File: src/rtl/fpu_div_post_norm.sv
// Post-normalisation stage of the pipelined mantissa divider: delays the op side-band to meet the
// quotient, then normalises, rounds and packs an IEEE-754 single with exception flags.
module fpu_div_post_norm #(
  parameter int DIV_LAT = 6,
  parameter int EXP_W   = 10
) (
  input  logic             clk,
  input  logic             rst_n,
  input  logic             in_valid,
  input  logic             in_sign,
  input  logic [EXP_W-1:0] in_exp,
  input  logic [1:0]       in_rmode,
  input  logic             in_nan,
  input  logic             in_inf,
  input  logic             in_zero,
  input  logic [26:0]      div_quotient,
  input  logic [26:0]      div_remainder,
  input  logic             div_by_0,
  output logic             out_valid,
  output logic [31:0]      out_result,
  output logic             out_inexact,
  output logic             out_overflow,
  output logic             out_underflow,
  output logic             out_div_zero
);
  localparam int STAGES = DIV_LAT + 2;
  localparam logic signed [EXP_W+1:0] EMAX = (EXP_W+2)'(255);

  typedef struct packed {
    logic             sign;
    logic [EXP_W-1:0] exp;
    logic [1:0]       rmode;
    logic             nan;
    logic             inf;
    logic             zero;
  } side_t;

  // vld_pipe[i] is the valid bit of pipeline stage i; stage DIV_LAT meets the divider output
  logic [STAGES:1] vld_pipe;
  side_t           sb_pipe [1:DIV_LAT];

  always_ff @(posedge clk or negedge rst_n) begin
    if (!rst_n) vld_pipe <= '0;
    else        vld_pipe <= {vld_pipe[STAGES-1:1], in_valid};
  end

  always_ff @(posedge clk) sb_pipe[1] <= '{in_sign, in_exp, in_rmode, in_nan, in_inf, in_zero};

  for (genvar i = 2; i <= DIV_LAT; i++) begin : g_sb
    always_ff @(posedge clk) sb_pipe[i] <= sb_pipe[i-1];
  end

  // ---- stage N: normalise the Q1.26 quotient to a 24-bit mantissa plus guard/round/sticky
  side_t            n_sb;
  logic [EXP_W:0]   n_exp, n_exp_d;
  logic [23:0]      n_mant, n_mant_d;
  logic             n_g, n_r, n_s, n_dz;
  logic             n_g_d, n_r_d, n_s_d;
  logic             rem_nz;
  side_t            sb_last;

  assign sb_last = sb_pipe[DIV_LAT];
  assign rem_nz  = |div_remainder;

  always_comb begin
    n_mant_d = div_quotient[25:2];
    n_g_d    = div_quotient[1];
    n_r_d    = div_quotient[0];
    n_s_d    = rem_nz;
    n_exp_d  = {sb_last.exp[EXP_W-1], sb_last.exp} - (EXP_W+1)'(1);
    if (div_quotient[26]) begin
      n_mant_d = div_quotient[26:3];
      n_g_d    = div_quotient[2];
      n_r_d    = div_quotient[1];
      n_s_d    = div_quotient[0] | rem_nz;
      n_exp_d  = {sb_last.exp[EXP_W-1], sb_last.exp};
    end
  end

  always_ff @(posedge clk) begin
    if (vld_pipe[DIV_LAT]) begin
      n_sb   <= sb_last;
      n_exp  <= n_exp_d;
      n_mant <= n_mant_d;
      n_g    <= n_g_d;
      n_r    <= n_r_d;
      n_s    <= n_s_d;
      n_dz   <= div_by_0;
    end
  end

  // ---- stage R: round, detect range errors, apply special cases
  logic                    rnd_up, lost, ovf, unf, ovf_to_inf;
  logic [24:0]             mant_inc;
  logic signed [EXP_W+1:0] e_r;
  logic [31:0]             res_d;
  logic                    inex_d, ovf_d, unf_d, dz_d;

  always_comb begin
    lost = n_g | n_r | n_s;
    unique case (n_sb.rmode)
      2'b00:   rnd_up = n_g & (n_r | n_s | n_mant[0]);
      2'b01:   rnd_up = 1'b0;
      2'b10:   rnd_up = ~n_sb.sign & lost;
      default: rnd_up = n_sb.sign & lost;
    endcase
    mant_inc = {1'b0, n_mant} + {24'd0, rnd_up};
    // carry-out leaves mant_inc[23:0] all zero apart from the hidden bit handling below
    e_r      = $signed({n_exp[EXP_W], n_exp}) + $signed({{(EXP_W+1){1'b0}}, mant_inc[24]});
    ovf      = e_r >= EMAX;
    unf      = e_r <= 0;
    ovf_to_inf = (n_sb.rmode == 2'b00) || (n_sb.rmode == 2'b10 && !n_sb.sign) ||
                 (n_sb.rmode == 2'b11 && n_sb.sign);

    res_d  = {n_sb.sign, e_r[7:0], (mant_inc[24] ? 23'd0 : mant_inc[22:0])};
    inex_d = lost;
    ovf_d  = 1'b0;
    unf_d  = 1'b0;
    dz_d   = 1'b0;
    if (ovf) begin
      res_d  = ovf_to_inf ? {n_sb.sign, 31'h7F800000} : {n_sb.sign, 31'h7F7FFFFF};
      ovf_d  = 1'b1;
      inex_d = 1'b1;
    end else if (unf) begin
      res_d  = {n_sb.sign, 31'd0};
      unf_d  = 1'b1;
      inex_d = 1'b1;
    end

    if (n_sb.nan) begin
      res_d  = 32'h7FC00000;
      inex_d = 1'b0;
      ovf_d  = 1'b0;
      unf_d  = 1'b0;
    end else if (n_dz || n_sb.inf) begin
      res_d  = {n_sb.sign, 31'h7F800000};
      inex_d = 1'b0;
      ovf_d  = 1'b0;
      unf_d  = 1'b0;
      dz_d   = n_dz;
    end else if (n_sb.zero) begin
      res_d  = {n_sb.sign, 31'd0};
      inex_d = 1'b0;
      ovf_d  = 1'b0;
      unf_d  = 1'b0;
    end
  end

  always_ff @(posedge clk or negedge rst_n) begin
    if (!rst_n) begin
      out_result    <= '0;
      out_inexact   <= 1'b0;
      out_overflow  <= 1'b0;
      out_underflow <= 1'b0;
      out_div_zero  <= 1'b0;
    end else if (vld_pipe[DIV_LAT+1]) begin
      out_result    <= res_d;
      out_inexact   <= inex_d;
      out_overflow  <= ovf_d;
      out_underflow <= unf_d;
      out_div_zero  <= dz_d;
    end
  end

  assign out_valid = vld_pipe[STAGES];
endmodule

File: config.mk
export PLATFORM = sky130hd
export DESIGN_NAME = fpu_div_post_norm
export DESIGN_NICKNAME = d
export VERILOG_FILES = /design/src/rtl/fpu_div_post_norm.sv
export SDC_FILE = /design/constraint.sdc
export NUM_CORES = 1
export LEC_CHECK = 0
export BUFFER_PORTS_ARGS = -buffer_cell sky130_fd_sc_hd__buf_4
export CAP_MARGIN = 5
export CORE_MARGIN = 5
export CORE_UTILIZATION = 55
export DETAILED_ROUTE_END_ITERATION = 7
export GPL_TIMING_DRIVEN = 0
export PLACE_DENSITY = 0.78
export SLEW_MARGIN = 30
export SYNTH_ARGS = -nofsm -noshare
export SYNTH_HDL_FRONTEND = slang
export SYNTH_SLANG_ARGS = --single-unit
File: constraint.sdc
create_clock -name clk -period 5.6 [get_ports clk]
set_input_delay 1.12 -clock clk [delete_from_list [all_inputs] [get_ports clk]]
set_output_delay 1.12 -clock clk [all_outputs]
set_load 0.05 [all_outputs]
==> flow_metrics.tcl, run 1 <==
set metrics [dict create \
    syn_area_per_cell_um2 13.9 \
    wl_um 12000 \
    synth_warnings 0 \
    powerDensity_nw_per_um2 351 \
    fmax_mhz 213 \
    critPathArrivalTime_ns 4.97 \
    drive_above_1_share_pct 34.6 \
    synthArstFlopShare_pct 23.8 \
    grt_antenna_before_repair 0 \
    cts_tree "built" \
    synth-edff-count 45 \
    setup_slack_ns 0.906 \
    cpMaxStageDelayCell "edfxtp_1" \
    fp.coreArea_um2 11500 \
    synth_top_area_share_pct 29.6 \
    htree_levels 4 \
    critPathLaunchType "flop" \
    ctsHoldBuffers 0 \
    yosysSeqAreaShare_pct 67.3 \
    antenna_cells 0 \
    gp_congestion 1.08 \
    postCtsSetupRepairBufs 0 \
    clock_latency_ns 0.42 \
    synth-compound-area-share_pct 8.45 \
    die_h_um 119 \
    design_area_um2 8140 \
    start_util_pct 56.5 \
    dp_hpwl_um 8770 \
    hold_viol_final 0 \
    synth_cells 469 \
    numPortBuffers 110 \
    drc 0 \
    cp_common_cell "ha_1" \
    status "finished clean" \
    critPathKind "flop to flop" \
    finalSetupViolations 0 \
    min_path_type "flop to flop" \
    vias_per_cell 5.26 \
    cp_top_family "simple AND/OR/NAND/NOR gates" \
    grt_use_total_pct 17.6 \
    cts_buffer_depth 2 \
    first_pass_iters 4 \
    cts_root_buffer "clkbuf_16" \
    cts_sinks 185 \
    grt_pass1_wl_um 19900 \
    ios 111 \
    synthMuxAreaShare_pct 4.98 \
    path_buf_inv 2 \
    p_leak_nw 3.37 \
    critPathRequiredTime_ns 5.87 \
    grt_max_degree 45 \
    place_ws_ns 0.949 \
    max_slew_margin_pct 51.0 \
    slowest_delay_ns 0.42 \
    yosys.area_share.simple_pct 10.9 \
    overflow 0 \
    rsz0062_at_grt "no" \
    synth_xor_area_share_pct 4.58 \
    drv_slew 0 \
    worst-slew-pin-transition_ns 0.729 \
    drv_cap 0 \
    cp_cell_sequence "nor2b_1 -> ha_1 -> inv_1 -> a31o_2 -> ha_1 -> ha_1 -> nand3_1 -> nor3_1 -> nand2_1 -> nor2_1 -> ha_1 -> ha_1 -> xnor2_1 -> or3_4 -> o31ai_4 -> nand3b_4 -> buf_12 -> o221ai_2" \
    synthTopCellsByArea "dfxtp_1 30%, edfxtp_1 21%, dfrtp_1 17%" \
    holdWs_ns 0.316 \
    yosysMostFrequentCell "dfxtp_1" \
    finalCritPeriodShare_pct 83.8 \
    syn-num-nets 549 \
    fin_crit_ns 4.69 \
    cp_max_fo 10 \
    synth_fa_ha_area_share_pct 1.15 \
    cts_resized 0 \
    synth_cell_types 61 \
    num_rows 39 \
    num_vias 3969 \
    dr.first_iter.drc_count 155 \
    synth.largest_area_cell "dfxtp_1" \
    synth_ff_type "dfxtp_1" \
    synth-seq-cells 185 \
    layout.nets 679 \
    peakVddDrop_v 0.000263 \
    area_delta_synth_final_pct 25.1 \
    grt_pass1_vias 4172 \
    fill_cells 780 \
    clock_skew_ns 0.0125 \
    synthTopCellsByCount "96 x dfxtp_1, 45 x edfxtp_1, 44 x dfrtp_1, 34 x nand2_1, 27 x mux2_2" \
    syn_area_um2 6500 \
    die-area_um2 14100 \
    die_w_um 119 \
    drtAntennaViolNets 0 \
    placed_area_um2 7530 \
    post_drt_wl_per_cell_um 15.9 \
    end_kind "flop" \
    synth_top_family_by_area "simple AND/OR/NAND/NOR gates" \
    fin_setup_tns_ns 0 \
    clkTransAtPathRegs_ns 0.07 \
    cts_buffers 17 \
]
## path summary, 6_finish.rpt
check	start	endpoint	slack, ns	cells after the start
max	n_sb[4]	out_result[7]	0.91	18
min	sb_pipe[0][36]	sb_pipe[0][52]	0.32	0
max reg2reg	n_sb[4]	out_result[7]	0.91	18
min reg2reg	sb_pipe[0][36]	sb_pipe[0][52]	0.32	0
max in group asynchronous	rst_n	vld_pipe[6]	4.50	1
min in group asynchronous	rst_n	out_result[2]	0.70	1
## kinds of logic after synthesis
group,Yosys count
and+or+nand+nor,129
DFF,185
xor gates and xnor gates,34
adders and majority gates,6
buffers and inverters,32
muxes,29
AOI/OAI and AO/OA,54
## cell type report
cell class                 count  area (um^2)  area share [%]
tap                          143          179            2.20
buffer                        14          105            1.29
inverter                      18         67.6           0.831
timing repair buffer         111          846            10.4
multi-input combinational    252         1950            24.0
clock buffer                  20          468            5.75
sequential                   185         4380            53.8
clock inverter                12          140            1.72
## cell usage in the layout (no fill, tap or decap), types with 3 or more instances in the layout
cell and count:
o21ai_0 3, buf_6 3, buf_1 4, nor2_1 20, o211ai_2 10, xnor2_1 12
nor3_1 12, o221ai_1 3, mux2_2 27, o211ai_1 4, dfxtp_1 96, clkbuf_1 4
inv_6 4, o221a_2 7, dfrtp_1 43, and4_1 3, nand2b_1 3, and3_1 3
nor4_1 8, o21a_1 3, nand4_1 11, nand3_1 13, clkbuf_16 18, buf_4 110
or3_1 4, ha_1 6, o221ai_2 6, xor2_1 22, inv_1 18, nand2_1 34
edfxtp_1 45
## metrics by stage
stage,util [%],cells,total power [mW]
3_5_place_dp,65.4,723,1.70
4_1_cts,70.6,755,2.88
2_1_floorplan,-,469,1.61
6_report,70.6,755,2.85
5_1_grt,70.6,755,2.96
3_3_place_gp,65.2,722,1.69
## sequential cells by signal, summed over array words and instances (netlist names)
signal and cells:
n_sb 6, n_mant 24, out_overflow 1, n_g 1, out_underflow 1, out_inexact 1
sb_pipe 96, vld_pipe 8, out_div_zero 1, n_dz 1, n_exp 11, n_s 1
n_r 1, out_result 32
## where the power goes
group          internal [mW]  total, mW  leakage, nW  switching [mW]
clock network          0.640       1.18        0.297           0.540
logic                 0.0884      0.190         1.27           0.101
registers               1.44       1.48         1.80          0.0377
total                   2.17       2.85         3.37           0.679
## routing by layer
layer  vias up  global-route usage (%)  share of wire [%]
met2       123                    29.5                 49
met3        16                    4.92                5.8
li1       1970                       -                  -
met5         -                       0                  0
met4         0                    7.46                2.0
met1      1860                    21.3                 43
Power figures use the tool's default switching activity.
==> inputs of run 2 (changes only) <==
Settings changed: CORE_UTILIZATION 55 to 50, PLACE_DENSITY 0.78 to 0.75.
Clock period 5.6 ns to 3.9 ns, I/O delays scaled along.
==> run 2 against run 1 <==
  * Sequential share of layout area decreased by 2.6 points
  * Maximum frequency increased by 23%
  * Setup slack got worse by 0.84 ns
  * Final cell count increased by 6.4%
  * Flip-flop and latch count unchanged
  * Hold slack improved by 0.0085 ns
  * Design area increased by 5.0%
  * Register-to-register slack got worse by 0.84 ns
  * Global-route usage decreased by 0.27 points
  * Clock-buffer cell count decreased by 2
  * Combinational power increased by 54%
==> flow_metrics.tcl, run 2 (same netlist as run 1, synthesis figures left out) <==
set metrics [dict create \
    cts_buffers 17 \
    post_drt_wl_per_cell_um 15.9 \
    finalCritPeriodShare_pct 98.2 \
    min_path_type "flop to flop" \
    die_h_um 124 \
    cp-endpoint "out_underflow" \
    cpMaxStageDelayCell "edfxtp_1" \
    switching_share_pct 24.5 \
    reg.largest.list "sb_pipe (96), out_result (32), n_mant (24)" \
    drv_slew 0 \
    p_switching_mw 1.01 \
    htree_levels 4 \
    grt_use_total_pct 17.3 \
    placed_area_um2 7570 \
    cts_root_buffer "clkbuf_16" \
    cts_tree "built" \
    ios 111 \
    r2r_end "out_underflow" \
    end_kind "flop" \
    grt_pass1_vias 4172 \
    clock_latency_ns 0.42 \
    area_delta_synth_final_pct 31.4 \
    crit-reg2reg-launch "n_sb[3]" \
    overflow 0 \
    fmax_mhz 261 \
    fp.coreArea_um2 12700 \
    p_leak_nw 3.52 \
    cts_buffer_depth 2 \
    num_vias 4052 \
    seq_power_share_pct 51.6 \
    cp-startpoint "n_sb[3]" \
    regMostFlops "sb_pipe" \
    grt_antenna_before_repair 0 \
    cp_max_fo 6 \
    cp_cell_sequence "nor2b_4 -> ha_4 -> inv_2 -> a31o_4 -> ha_4 -> ha_4 -> nand3_4 -> nor3_4 -> nand2_1 -> nor2_2 -> ha_4 -> buf_4 -> buf_4 -> nand2_1 -> o21a_1 -> nor4_1 -> nand4_1 -> buf_4 -> o21ai_0 -> a32o_1" \
    cp_common_cell "ha_4" \
    layout.nets 698 \
    final_cell_mix "126 x buf_4, 96 x dfxtp_1, 45 x edfxtp_1" \
    grt_max_degree 45 \
    worst-slew-pin-transition_ns 0.732 \
    start_util_pct 51.3 \
    drtAntennaViolNets 0 \
    numPortBuffers 110 \
    status "finished clean" \
    grt_pass1_wl_um 20400 \
    layout_commonest_cell "buf_4" \
    critPathKind "flop to flop" \
    dr.first_iter.drc_count 281 \
    powerDensity_nw_per_um2 483 \
    num_rows 41 \
    largest_reg_flops 96 \
    drive_above_1_share_pct 39.3 \
    die_w_um 124 \
    finalSetupViolations 0 \
    vias_per_cell 5.05 \
    first_pass_iters 5 \
    die-area_um2 15400 \
    antenna_cells 0 \
    critPathRequiredTime_ns 4.26 \
    slowest_delay_ns 0.44 \
    use_met3_pct 4.90 \
    ff2ff_setup_slack_ns 0.07 \
    drv_cap 0 \
    use_met2_pct 28.2 \
    p_total_mw 4.13 \
    dp_hpwl_um 8840 \
    hold_viol_final 0 \
    fin_crit_ns 3.83 \
    peakVddDrop_v 0.000463 \
    design_area_um2 8540 \
    drc 0 \
    globalRoute.busiestLayer "met2" \
    p_comb_share_pct 7.1 \
    grt_use_met1_pct 21.8 \
    clock_skew_ns 0.00791 \
    clockPowerShare_pct 41.3 \
    p_int_mw 3.12 \
    wl_um 12800 \
    cts_sinks 185 \
    reg2regPathDepth 20 \
    max_slew_margin_pct 50.8 \
    critPathLaunchType "flop" \
    clkTransAtPathRegs_ns 0.07 \
    critPathArrivalTime_ns 4.19 \
    gp_congestion 0.803 \
]
[run 2: cell count changes in the layout (fill, tap and decap cells not counted), sizes merged]
cell      previous run  this run
buf                122       139
clkinv               4         8
clkinvlp             0         2
inv                 26        22
[run 2: area by class of cell]
type                    instances  area [um^2]
clock inverters                14          176
inverters                      18         67.6
plain buffers                  14          118
multi-input cells             252         2110
repair buffers                130         1030
flip-flops and latches        185         4380
well taps                     172          215
clock buffers                  18          450
fillers                       898         4130
[run 2: repair_timing]
item                                    CTS  global route
setup buffers                             8             9
gates cloned                              0             2
hold buffers                              0             0
gates resized for setup                  13            17
endpoints found under the setup margin   34            33
pin swaps                                 4             7
[run 2: how the worst min path moves through the flow]
| stage | from | end | slack, ns | cells past startpoint |
|---|---|---|---|---|
| floorplan | sb_pipe[0][84] | sb_pipe[0][100] | 0.31 | 0 |
| global placement | sb_pipe[0][43] | sb_pipe[0][59] | 0.31 | 0 |
| detailed placement | sb_pipe[0][93] | sb_pipe[0][109] | 0.31 | 0 |
| CTS | sb_pipe[0][82] | sb_pipe[0][98] | 0.33 | 0 |
| global route | sb_pipe[0][46] | sb_pipe[0][62] | 0.33 | 0 |
| finish | sb_pipe[0][54] | sb_pipe[0][70] | 0.32 | 0 |
[run 2: power groups by stage]
stage                     sequential [mW]  clock, mW  combinational [mW]
after global placement               2.17          0               0.259
after floorplan                      2.20          0               0.110
after global routing                 2.14       1.83               0.315
after detailed placement             2.17          0               0.272
final                                2.13       1.71               0.292
after CTS                            2.13       1.74               0.280
[run 2: per-stage QoR]
stage                     hold slack (ns)  util (%)  instances  setup TNS, ns  setup slack, ns
final                               0.324      67.4        803              0           0.0695
after global routing                0.330      67.4        803          -1.17          -0.0654
after CTS                           0.328      65.7        792              0           0.0411
after detailed placement            0.312      59.7        752         -18.72           -0.635
after global placement              0.309      59.6        751         -15.85           -0.551
after floorplan                     0.310         -        469              0         0.000302
[run 2: routing by layer]
metal  vias to the layer above  routed length [um]
met5                         -                   0
met4                         0                 269
met3                        20                 872
met2                       142                6400
met1                      1890                5230
li1                       2000                   -
[run 2: worst max-delay path, delay by kind of cell (launching register included)]
family | cells | cell delay (ns)
AND/OR/NAND/NOR | 8 | 1.36
AO/OA/AOI/OAI | 4 | 0.78
adder cells (fa/ha/maj) | 4 | 0.73
buffers and inverters | 4 | 0.49
flip-flops | 1 | 0.44
